<file path="src/rtl/reg_file_pkg.sv">
// Shared constants, write-back queue entry type and pointer helpers for the
// register file with write-back queue.
//   DATA_W  register / data width
//   ADDR_W  register address width
//   NREG    number of architectural registers
//   QDEPTH  write-back queue entries
//   NLOOK   number of forwarding lookup ports on the queue
package reg_file_pkg;

    localparam int DATA_W = 8;
    localparam int ADDR_W = 2;
    localparam int NREG   = 2 ** ADDR_W;
    localparam int QDEPTH = 2;
    localparam int NLOOK  = 2;

    localparam int PTR_W  = (QDEPTH > 1) ? $clog2(QDEPTH) : 1;
    localparam int CNT_W  = $clog2(QDEPTH + 1);

    typedef struct packed {
        logic              valid;
        logic [ADDR_W-1:0] addr;
        logic [DATA_W-1:0] data;
    } wbq_entry_t;

    // Increment modulo QDEPTH; works for non-power-of-two depths too.
    function automatic logic [PTR_W-1:0] ptr_inc(input logic [PTR_W-1:0] p);
        if (int'(p) == QDEPTH - 1)
            return '0;
        return p + 1'b1;
    endfunction

    // p + k modulo QDEPTH, for k in 0..QDEPTH-1.
    function automatic logic [PTR_W-1:0] ptr_add(input logic [PTR_W-1:0] p,
                                                 input logic [PTR_W:0]   k);
        logic [PTR_W:0] s;
        s = {1'b0, p} + k;
        if (int'(s) >= QDEPTH)
            s = s - (PTR_W+1)'(QDEPTH);
        return s[PTR_W-1:0];
    endfunction

endpackage

</file>
<file path="src/rtl/reg_file_wbq_wb_queue.sv">
// QDEPTH-entry write-back FIFO with youngest-match forwarding lookups.
//   clk, rstn          clock, asynchronous active-low reset
//   enq_vld/addr/data  write request; accepted when !full
//   deq_en             allows the head to retire this cycle
//   full, empty        occupancy flags (registered state only)
//   cmt_vld/addr/data  head entry retiring on this edge
//   lk_addr            per-port lookup address
//   lk_hit, lk_data    youngest queued entry matching lk_addr
module wb_queue
    import reg_file_pkg::*;
(
    input  logic                          clk,
    input  logic                          rstn,
    input  logic                          enq_vld,
    input  logic [ADDR_W-1:0]             enq_addr,
    input  logic [DATA_W-1:0]             enq_data,
    input  logic                          deq_en,
    output logic                          full,
    output logic                          empty,
    output logic                          cmt_vld,
    output logic [ADDR_W-1:0]             cmt_addr,
    output logic [DATA_W-1:0]             cmt_data,
    input  logic [NLOOK-1:0][ADDR_W-1:0]  lk_addr,
    output logic [NLOOK-1:0]              lk_hit,
    output logic [NLOOK-1:0][DATA_W-1:0]  lk_data
);

    wbq_entry_t       ent [QDEPTH];
    logic [PTR_W-1:0] head, tail;
    logic [CNT_W-1:0] count;
    logic             enq;

    assign full     = (count == CNT_W'(QDEPTH));
    assign empty    = (count == '0);
    assign enq      = enq_vld && !full;
    assign cmt_vld  = deq_en && !empty;
    assign cmt_addr = ent[head].addr;
    assign cmt_data = ent[head].data;

    // The head being cleared and the tail being filled are never the same
    // slot: enqueue needs count<QDEPTH and commit needs count>0.
    always_ff @(posedge clk or negedge rstn) begin
        if (!rstn) begin
            head  <= '0;
            tail  <= '0;
            count <= '0;
            for (int i = 0; i < QDEPTH; i++)
                ent[i] <= '0;
        end else begin
            if (cmt_vld) begin
                ent[head].valid <= 1'b0;
                head            <= ptr_inc(head);
            end
            if (enq) begin
                ent[tail] <= '{valid: 1'b1, addr: enq_addr, data: enq_data};
                tail      <= ptr_inc(tail);
            end
            case ({enq, cmt_vld})
                2'b10:   count <= count + 1'b1;
                2'b01:   count <= count - 1'b1;
                default: count <= count;
            endcase
        end
    end

    // Scan oldest to youngest; a later match overrides, so the youngest wins.
    for (genvar p = 0; p < NLOOK; p++) begin : g_look
        logic              hit;
        logic [DATA_W-1:0] dat;
        always_comb begin
            hit = 1'b0;
            dat = '0;
            for (int k = 0; k < QDEPTH; k++) begin
                if (ent[ptr_add(head, (PTR_W+1)'(k))].valid &&
                    ent[ptr_add(head, (PTR_W+1)'(k))].addr == lk_addr[p]) begin
                    hit = 1'b1;
                    dat = ent[ptr_add(head, (PTR_W+1)'(k))].data;
                end
            end
        end
        assign lk_hit[p]  = hit;
        assign lk_data[p] = dat;
    end

endmodule

</file>
<file path="src/rtl/reg_file_wbq.sv">
// Register file with write-back queue: ALU results are queued and retired
// to the array one per Commit_en cycle; operand reads see queued values.
//   clk, rstn             clock, asynchronous active-low reset
//   Readreg1/2            operand read addresses
//   Readdata1/2           operands, forwarded from the queue (combinational)
//   RegWrite/Writereg/Writedata  write request from the ALU
//   Wr_ready              queue can accept a write this cycle
//   Commit_en             lets the queue head retire this cycle
//   Pending               queue non-empty
//   Dispreg/Dispdata      committed-only display read (combinational)
module reg_file_wbq
    import reg_file_pkg::*;
(
    input  logic              clk,
    input  logic              rstn,
    input  logic [ADDR_W-1:0] Readreg1,
    input  logic [ADDR_W-1:0] Readreg2,
    output logic [DATA_W-1:0] Readdata1,
    output logic [DATA_W-1:0] Readdata2,
    input  logic              RegWrite,
    input  logic [ADDR_W-1:0] Writereg,
    input  logic [DATA_W-1:0] Writedata,
    output logic              Wr_ready,
    input  logic              Commit_en,
    output logic              Pending,
    input  logic [ADDR_W-1:0] Dispreg,
    output logic [DATA_W-1:0] Dispdata
);

    logic [NREG-1:0][DATA_W-1:0]  regs;
    logic                         full, empty;
    logic                         cmt_vld;
    logic [ADDR_W-1:0]            cmt_addr;
    logic [DATA_W-1:0]            cmt_data;
    logic [NLOOK-1:0][ADDR_W-1:0] lk_addr;
    logic [NLOOK-1:0]             lk_hit;
    logic [NLOOK-1:0][DATA_W-1:0] lk_data;

    assign lk_addr = {Readreg2, Readreg1};

    wb_queue u_wbq (
        .clk      (clk),
        .rstn     (rstn),
        .enq_vld  (RegWrite),
        .enq_addr (Writereg),
        .enq_data (Writedata),
        .deq_en   (Commit_en),
        .full     (full),
        .empty    (empty),
        .cmt_vld  (cmt_vld),
        .cmt_addr (cmt_addr),
        .cmt_data (cmt_data),
        .lk_addr  (lk_addr),
        .lk_hit   (lk_hit),
        .lk_data  (lk_data)
    );

    always_ff @(posedge clk or negedge rstn) begin
        if (!rstn)
            regs <= '0;
        else if (cmt_vld)
            regs[cmt_addr] <= cmt_data;
    end

    assign Wr_ready  = !full;
    assign Pending   = !empty;
    assign Readdata1 = lk_hit[0] ? lk_data[0] : regs[Readreg1];
    assign Readdata2 = lk_hit[1] ? lk_data[1] : regs[Readreg2];
    assign Dispdata  = regs[Dispreg];

endmodule
</file>
<file path="config.mk">
export PLATFORM = sky130hd
export DESIGN_NAME = reg_file_wbq
export DESIGN_NICKNAME = d
export VERILOG_FILES = /design/src/rtl/reg_file_pkg.sv /design/src/rtl/reg_file_wbq_wb_queue.sv /design/src/rtl/reg_file_wbq.sv
export SDC_FILE = /design/constraint.sdc
export NUM_CORES = 1
export LEC_CHECK = 0
export ABC_AREA = 0
export CAP_MARGIN = 20
export CORE_MARGIN = 4
export CORE_UTILIZATION = 56
export DETAILED_ROUTE_END_ITERATION = 8
export PLACE_DENSITY = 0.8
export SYNTH_ARGS = -nofsm -noshare
export SYNTH_HDL_FRONTEND = slang
export SYNTH_SLANG_ARGS = --single-unit
</file>
<file path="constraint.sdc">
create_clock -name clk -period 1.88 [get_ports clk]
set_input_delay 0.282 -clock clk [delete_from_list [all_inputs] [get_ports clk]]
set_output_delay 0.282 -clock clk [all_outputs]
set_load 0.1 [all_outputs]
</file>
; ---- Word-level counts from Yosys, hierarchy flattened
; Cells that the tools add are included.
[totals]
word_cells = 128
latchBits = 0
ramBits = 0
ff_bits = 58
n_memories = 0
rom_bits = 0
[classes]
n_shift = 0
n_reduce_logical = 13
mul = 0
order_cmp = 17
n_addsub = 7
n_mux = 63
n_bitwise = 8
n_div = 0
eq_ne = 7
[ops]
columns = operator, n
row1 = 8-bit two-way mux, 22
row2 = 11-bit two-way mux, 8
row3 = 8-bit binary-select mux with 2-bit select, 3
row4 = 22-bit bitwise mux, 2
row5 = 22-bit two-way mux, 2
row6 = 32-bit bitwise mux, 1
row7 = 10-bit two-way mux, 3
row8 = 11-bit demux with 1-bit select, 2
row9 = "2-bit greater-or-equal comparator, second input constant", 9
row10 = 1-bit two-way mux, 18
row11 = 8-bit demux with 2-bit select, 1
row12 = 1-bit inverter with 2-bit output, 8
row13 = "2-bit by 3-bit less-than comparator with 1-bit output, second input constant", 4
row14 = 1-bit logical AND, 9
row15 = 2-bit equality test, 4
row16 = "2-bit equality test, second input constant", 2
row17 = "2-bit by 1-bit less-than comparator with 1-bit output, second input constant", 2
row18 = 2-bit case mux with 2 select lines, 1
row19 = "1-bit adder, second input constant", 2
row20 = "1-bit by 1-bit adder with 2-bit output, second input constant", 1
row21 = "2-bit by 1-bit adder with 2-bit output, second input constant", 1
row22 = "2-bit by 1-bit equality test with 1-bit output, second input constant", 1
row23 = "1-bit by 2-bit greater-or-equal comparator with 1-bit output, second input constant", 1
row24 = "2-bit by 1-bit greater-or-equal comparator with 1-bit output, second input constant", 1
row25 = other kinds (5), 7

; ---- Depth between registers and ports, before layout
; Gate-level depths: netlist of run 1.
[logic_depth]
depth_word = 16
ltp_mapped = 6
mapped_depth_nobuf = 6

; ---- By module
; Synthesis of run 1 repeated with hierarchy kept, for this count alone.
[unflattened]
cells_unflattened = 318
hier_area_um2 = 3679.8
[by_module_without_submodules]
columns = mod, area_per_inst_um2, cells_per_inst, n_inst
row1 = reg_file_wbq, 2059.5, 172, 1
row2 = wb_queue, 1620.3, 146, 1

; ---- Worst setup path after synthesis of run 1
; No wires, ideal clock.
[synth_path]
path_kind = reg2out
start = register u_wbq.head
end = output Readdata1[0]
path_stages_with_launch = 6
n_path_buf = 1
arrival_time_ps = 2808
slack_ps = -1210
cell_sequence = dfrtp_1 > buf_4 > mux2i_1 > xor2_1 > o211ai_2 > o221ai_1
[synth_between]
elab_chain_cells = 11
[synth_rtl]
columns = item, line_no
row1 = "start, declared", reg_file_wbq_wb_queue.sv:29  ; logic [PTR_W-1:0] head, tail;
row2 = "start signal, assigned", reg_file_wbq_wb_queue.sv:52  ; head <= ptr_inc(head);
row3 = 1-bit by 1-bit adder with 2-bit output (tied with other cells), reg_file_pkg.sv:36  ; s = {1'b0, p} + k;
row4 = 2-bit greater-or-equal comparator (tied with other cells), reg_file_pkg.sv:37  ; if (int'(s) >= QDEPTH)
row5 = 1-bit two-way mux or 1-bit inverter with 2-bit output (tied branches), "reg_file_pkg.sv:37, reg_file_wbq_wb_queue.sv:74, reg_file_wbq_wb_queue.sv:75"
row6 = 1-bit inverter with 2-bit output (implied by the code) or 11-bit two-way mux (tied branches), "reg_file_wbq_wb_queue.sv:74, reg_file_wbq_wb_queue.sv:75"
row7 = 11-bit two-way mux (implied by the code), reg_file_wbq_wb_queue.sv:74  ; if (ent[ptr_add(head, (PTR_W+1)'(k))].valid &&
row8 = "11-bit two-way mux, on equally long branches", "reg_file_wbq_wb_queue.sv:75, reg_file_wbq_wb_queue.sv:74"
row9 = 11-bit two-way mux (implied by the code) or 2-bit equality test (tied branches), reg_file_wbq_wb_queue.sv:75  ; ent[ptr_add(head, (PTR_W+1)'(k))].addr == lk_addr[p]) begin
row10 = 2-bit equality test or 1-bit logical AND (tied branches), "reg_file_wbq_wb_queue.sv:75, reg_file_wbq_wb_queue.sv:74"
row11 = 1-bit logical AND (tied with other cells), reg_file_wbq_wb_queue.sv:74
row12 = 8-bit two-way mux or 1-bit two-way mux (tied branches), reg_file_wbq_wb_queue.sv:74
row13 = 8-bit two-way mux *, reg_file_wbq.sv:67  ; assign Readdata1 = lk_hit[0] ? lk_data[0] : regs[Readreg1];
row14 = "end, declared", reg_file_wbq.sv:18  ; output logic [DATA_W-1:0] Readdata1,
; Every way passes the cells marked *; elsewhere a longest branch is shown, timed or not. The select of a mux whose other input is x is not followed.

; ---- Worst setup path in the final report of run 1
[layout_path]
start = register u_wbq.head
end = output Readdata1[2]
; The elaborated chain is that of the path after synthesis.

==> impl_results.md, run 1 <==
* Outcome: finished with violations
* Failing checks: setup timing
* Worst Skew at 0.00648 ns
* Synth area leaders: dfrtp_1, mux4_2, mux2_2
* Die Area at about 7900 µm²
* Kind of critical path: flip-flop to primary output
* Final setup viols at 16
* Fin. max-slew vios at 0
* Clock Path Buffers at 2
* Worst-path cell chain: mux2i_4 > xor2_4 > o211ai_4 > buf_12 > o221ai_4 > buf_12
* Critical path fanouts, max at 8
* Hold slack at roughly 0.47 ns
* Initial antenna violation count at 0
* I/O Pins at 46
* Measured slew at the worst slew-check pin at 0.608 ns
* Starting DRT DRC Count at 304
* Xor/xnor cell area share of the yosys netlist at under 10%
* First-pass DRT Iterations at 5
* Synthesized netlist cell count at 315
* Synthesis-stage register bit count at 58
* Seq/Total Area, Yosys at a little under 40%
* Post-DRT Antenna Nets at 0
* Adder-Cell Fraction of Synth Area at 0.342%
* PortBufs at between 40 and 50
* Layout cell share with drive strength beyond 1 at between 40% and 50%
* RSZ-0062 raised after global routing: true
* Final wirelength at 11200 µm
* Rel. slew slack at 59.5%
* Final worst slack at -0.531 ns
* Crit path max-delay family: flip-flops
* Num rows at 29
* Critical path's slowest cell: dfrtp_2
* Area delta synth->final at 50.4%
* Clk Latency, worst-skew pair at 0.35 ns
* Post-synth EDFFs at 0
* Most frequent CP cell: buf_12
* Achievable Freq at 0.415 GHz
* Kind of end point of the critical path: primary output
* Distinct cell type count after synthesis at 44
* Endpoints failing hold at 0
* Via count at 3141
* Ys flop type: dfrtp_1
* Mapped cell area at between 3000 and 4000 µm²
* Most frequent cell after synthesis: dfrtp_1
* Grt ovf at 0
* CTS tree: yes
* First-pass GRT wire length at 16800 µm
* CTS root buf: clkbuf_8
* DP Wirelength at slightly above 7000 µm
* CP arrival at 2.13 ns
* Vias in the first global route at 3308
* Final GP Congestion at between 0.8 and 0.9
* Max Cap Viol at 0
* Largest net degree at the start of global routing at 35
* Post-synthesis mux area share at 24.5%
* Post-synth top cells: dfrtp_1, nor2_1, mux4_2, a21oi_1
* CTS Buf Count at 9
* Diodes inserted at 0
* Synthesis Warnings at 0
* Net Count, Synth at 336
* Startpoint Class: flip-flop
* Nets at 422
* Slowest stage delay, CP at around 0.50 ns
* # DRC at 0
* Reg clk slew, reported paths at 0.07 ns
* Min Tclk post-route at 2.41 ns
* Max H-tree Level at 3
* Final cycle utilization of the critical path at 128%
* CP Depth at 6
* Initial Util at 57.7%
* Core area at between 6000 and 7000 µm²
* Die H at between 80 and 90 µm
* Simple-Gate Fraction of Synth Area at 11.6%
* Buffers and inverters on the worst path at 2
* Synth Area in Compound Gates at 14.2%
* Gr usage total at 29.3%
* Worst r2r path cells at 6
* Synth area leader: dfrtp_1
* Pre-CTS setup slack at -0.576 ns
* Largest family of logic cells by synthesized area: multiplexers
* Hold crit path type: input port to asynchronous set/reset pin
* Share of the synthesized area in the top cell type at a little under 40%
* Syn_area_per_cell at 11.6 µm²
* CP required at 1.60 ns
* DR WL/cell at around 23 µm
* Die Wd at 88.9 µm
* DR vias/cell at roughly 6.5
* Post-synth ARST share at 100%
* Sink Count at between 50 and 60
state kept, by name (all words and copies together), names as in the netlist:
| name | count |
|---|---|
| u_wbq.head | 1 |
| u_wbq.tail | 1 |
| u_wbq.count | 2 |
| u_wbq.ent | 22 |
| regs | 32 |
worst register-to-register path, cell delays in order, from the launching register on:
cell     delay (ns)
dfrtp_2        0.50
buf_4          0.19
or3b_1         0.43
a21oi_4        0.19
buf_12         0.17
nor2_1         0.06
a21oi_1        0.18
cell families (layout without fill, tap and decap cells):
logic type	count (synthesis)	count (layout)
adders and majority gates	1	1
DFF	58	58
muxes	54	54
and+or+nand+nor	79	79
xor gates and xnor gates	14	14
buffers and inverters	39	130
AOI/OAI and AO/OA	70	70
stage by stage:
step / area (µm²) / cells / utilization (%) / TNS (ns)
2_1_floorplan: 3950 / 315 / - / -2.95
3_3_place_gp: 5070 / 463 / 79.8 / -7.72
3_5_place_dp: 5070 / 463 / 79.8 / -8.20
4_1_cts: 5430 / 482 / 85.5 / -7.51
5_1_grt: 5510 / 483 / 86.7 / -8.94
6_report: 5510 / 483 / 86.7 / -8.13
layout make-up:
type                            instances  area (µm²)
Fill cell                             269         843
Clock inverter                          7         141
Clock buffer                            9         124
Sequential cell                        58        1460
Multi-Input combinational cell        218        2380
Inverter                               19        71.3
Tap cell                               77        96.3
Timing Repair Buffer                   95        1230
worst paths after layout:
check                           start            to  slack [ns]
setup reg to reg           u_wbq.head      regs[10]        0.07
hold reg to reg               regs[6]       regs[6]        0.54
setup / recovery           u_wbq.head  Readdata1[2]       -0.53
hold / removal                   rstn      regs[14]        0.47
min in group clk              regs[6]       regs[6]        0.54
max in group asynchronous        rstn    u_wbq.head        0.80
repair_timing:
action,in CTS,in global routing
hold endpoints to repair,24,0
gates cloned,0,0
setup endpoints to repair,24,16
buffers inserted,2,1
resized for setup,20,12
hold buffers,1,0
pin swaps,8,5
per-layer routing:
layer  up-vias  track usage, %  wire [µm]
met5         -               0          0
met2       186            49.1       5910
met4         0            14.1        581
met1      1560            34.0       3840
li1       1342               -          -
met3        53            9.22        859
cells in the final DEF, fill, tap and decap left out, drive strengths merged, types with 2 or more instances in the layout:
| master | n |
|---|---|
| or2 | 2 |
| inv | 19 |
| clkinv | 2 |
| dlygate4sd2 | 2 |
| clkbuf | 9 |
| o21bai | 2 |
| xnor2 | 9 |
| or3b | 2 |
| dfrtp | 58 |
| mux2i | 10 |
| nor3b | 9 |
| nand2 | 15 |
| mux2 | 20 |
| clkdlybuf4s50 | 15 |
| and3 | 8 |
| bufinv | 4 |
| xor2 | 5 |
| a21oi | 27 |
| nor2 | 25 |
| buf | 76 |
| o2bb2ai | 2 |
| o221ai | 8 |
| o21ai | 20 |
| o221a | 8 |
| nand3b | 3 |
| mux4 | 24 |
| nand3 | 12 |
Power of run 1 is not shown: default switching activity piles up to over one toggle a cycle in this logic, so the estimate is an artifact.
==> run 2: changes to the inputs <==
Settings changed: CORE_UTILIZATION 56 to 50, CTS_CLUSTER_SIZE set to 40, MAX_ROUTING_LAYER set to met4, PLACE_DENSITY 0.8 to 0.73.
==> impl_results.md, run 2 (same netlist as run 1, synthesis figures left out) <==
* Core area at 6940 µm² (+9.4%)
* Most common cell after layout, fill and taps aside: dfrtp_1
* Final wirelength at 10300 µm (-8.0%)
* Setup TNS at -7.10 ns (+1.03 ns)
* R2r endpoint: regs[11]
* Reg2reg start: u_wbq.head
* Layout cell share with drive strength beyond 1 at 45.8% (-0.79 points)
* Endpoints failing hold at 0 (unchanged)
* Worst Skew at 0.0111 ns (+0.00457 ns)
* Die H at 93.6 µm (+5.3%)
* Met3 Usage GRT at 5.47% (-3.7 points)
* Area delta synth->final at 49.6%
* Final setup viols at 16 (unchanged)
* Via count at 2992 (-4.7%)
* First-pass DRT Iterations at 5 (unchanged)
* Hold crit path type: input port to asynchronous set/reset pin
* DR WL/cell at 20.2 µm (-13%)
* Outcome: finished with violations
* Kind of end point of the critical path: primary output
* I/O Pins at 46 (unchanged)
* Achievable Freq at 0.415 GHz (+0.15%)
* Finished Cell Area at 5480 µm² (-0.48%)
* Diodes inserted at 0 (unchanged)
* Gr usage total at 24.9% (-4.4 points)
* Max reg flops at 32 (unchanged)
* DR vias/cell at 5.88 (-9.6%)
* CTS Buf Count at 9 (unchanged)
* Starting DRT DRC Count at 194 (-36%)
* CP arrival at 2.13 ns (about the same)
* DP Cell Count at 484 (+4.5%)
* Startpoint Class: flip-flop
* Initial Util at 52.7% (-4.9 points)
* Clock Path Buffers at 2 (unchanged)
* Met2 usage at 42.0% (-7.1 points)
* RSZ-0062 raised after global routing: true
* Rel. slew slack at 73.7% (+14 points)
* Kind of critical path: flip-flop to primary output
* Min Tclk post-route at 2.41 ns (-0.00361 ns)
* # DRC at 0 (unchanged)
* Worst r2r path cells at 6 (unchanged)
* Final worst slack at -0.528 ns (+0.00361 ns)
* PortBufs at 45 (unchanged)
* Grt ovf at 0 (unchanged)
* Vias in the first global route at 3164 (-4.4%)
* Placed cell area at 5110 µm² (+0.77%)
* Reg2Reg Setup Slack at 0.13 ns (+0.06 ns)
* First-pass GRT wire length at 16000 µm (-4.4%)
* Post-DRT Antenna Nets at 0 (unchanged)
* Clk Latency, worst-skew pair at 0.34 ns (about the same)
* Max Cap Viol at 0 (unchanged)
* Nets at 430 (+1.9%)
* Die Wd at 93.6 µm (+5.3%)
* Most frequent cells in the layout: dfrtp_1, buf_4, buf_12, nor2_1, mux4_2
* Failing checks: setup timing
* Critical path fanouts, max at 18 (+10)
* Measured slew at the worst slew-check pin at 0.384 ns (-0.224 ns)
* Global route hottest layer: met2
* DP Wirelength at 7070 µm (-1.9%)
* Largest net degree at the start of global routing at 59 (+69%)
* Top Registers: regs (32), u_wbq.ent (22), u_wbq.count (2)
* Final cycle utilization of the critical path at 128% (-0.19 points)
* Num rows at 30 (+3.4%)
* Met1 global-route usage at 29.1% (-4.9 points)
* Fin cells at 509 (+5.4%)
* Final GP Congestion at 0.861 (-0.67%)
* CTS tree: yes
* CTS root buf: clkbuf_8
* Initial antenna violation count at 0 (unchanged)
* Sink Count at 58 (unchanged)
* Max H-tree Level at 3 (unchanged)
* CP required at 1.60 ns (about the same)
* Fin. max-slew vios at 0 (unchanged)
* Die Area at 8760 µm² (+11%)
* Reg clk slew, reported paths at 0.07 ns (about the same)
* Biggest register: regs
## run 2: how the worst max path moves through the flow
stage / from / end
4_1_cts: u_wbq.ent[9] / Readdata1[7]
5_1_grt: u_wbq.head / Readdata1[6]
3_3_place_gp: Readreg1[1] / Readdata1[7]
2_1_floorplan: u_wbq.ent[9] / Readdata1[0]
6_report: u_wbq.head / Readdata1[7]
3_5_place_dp: Readreg1[1] / Readdata1[7]
## run 2: critical path, cell delays in order (launching register included)
cell and delay (ns):
dfrtp_2 0.50, buf_8 0.22, nand2_1 0.14, o2bb2ai_4 0.24, o211ai_4 0.13, buf_12 0.17, o221ai_4 0.18, buf_12 0.21
## run 2: per-layer routing
metal | share of wire (%) | routed length, µm | vias up
li1 | - | - | 1357
met1 | 40 | 4130 | 1526
met3 | 4.1 | 419 | 22
met2 | 53 | 5510 | 87
met4 | 2.4 | 245 | 0
met5 | 0 | 0 | -
## run 2: area by class of cell
type / count / area (µm²)
Multi-Input combinational cell: 218 / 2350
Fill cell: 386 / 1460
Sequential cell: 58 / 1450
Timing Repair Buffer: 103 / 1320
Clock buffer: 12 / 155
Tap cell: 96 / 120
Inverter: 19 / 71.3
Clock inverter: 3 / 15.0
## run 2: timing repair
item,4_1_cts,5_1_grt
hold endpoints to repair,58,0
cloned,1,0
pin swaps,7,9
buffers inserted,6,2
gates resized for setup,18,10
hold buffers,1,0
setup endpoints to repair,35,16
## run 2: per-stage QoR
step / hold WS, ns / util, % / worst slack [ns]
after floorplan: -0.0136 / - / -0.374
after global placement: 0.307 / 73.5 / -0.634
after detailed placement: 0.304 / 73.5 / -0.674
after CTS: 0.478 / 77.9 / -0.542
after global routing: 0.483 / 78.9 / -0.577
final: 0.469 / 78.9 / -0.528
Power of run 2 is left out for the same reason.
==> run 3: changes to the inputs <==
Settings changed: SLEW_MARGIN set to 20.
==> results of run 3 <==
The final DEF is identical to that of run 2; final timing and power are the same.
Power of run 3 is left out for the same reason.
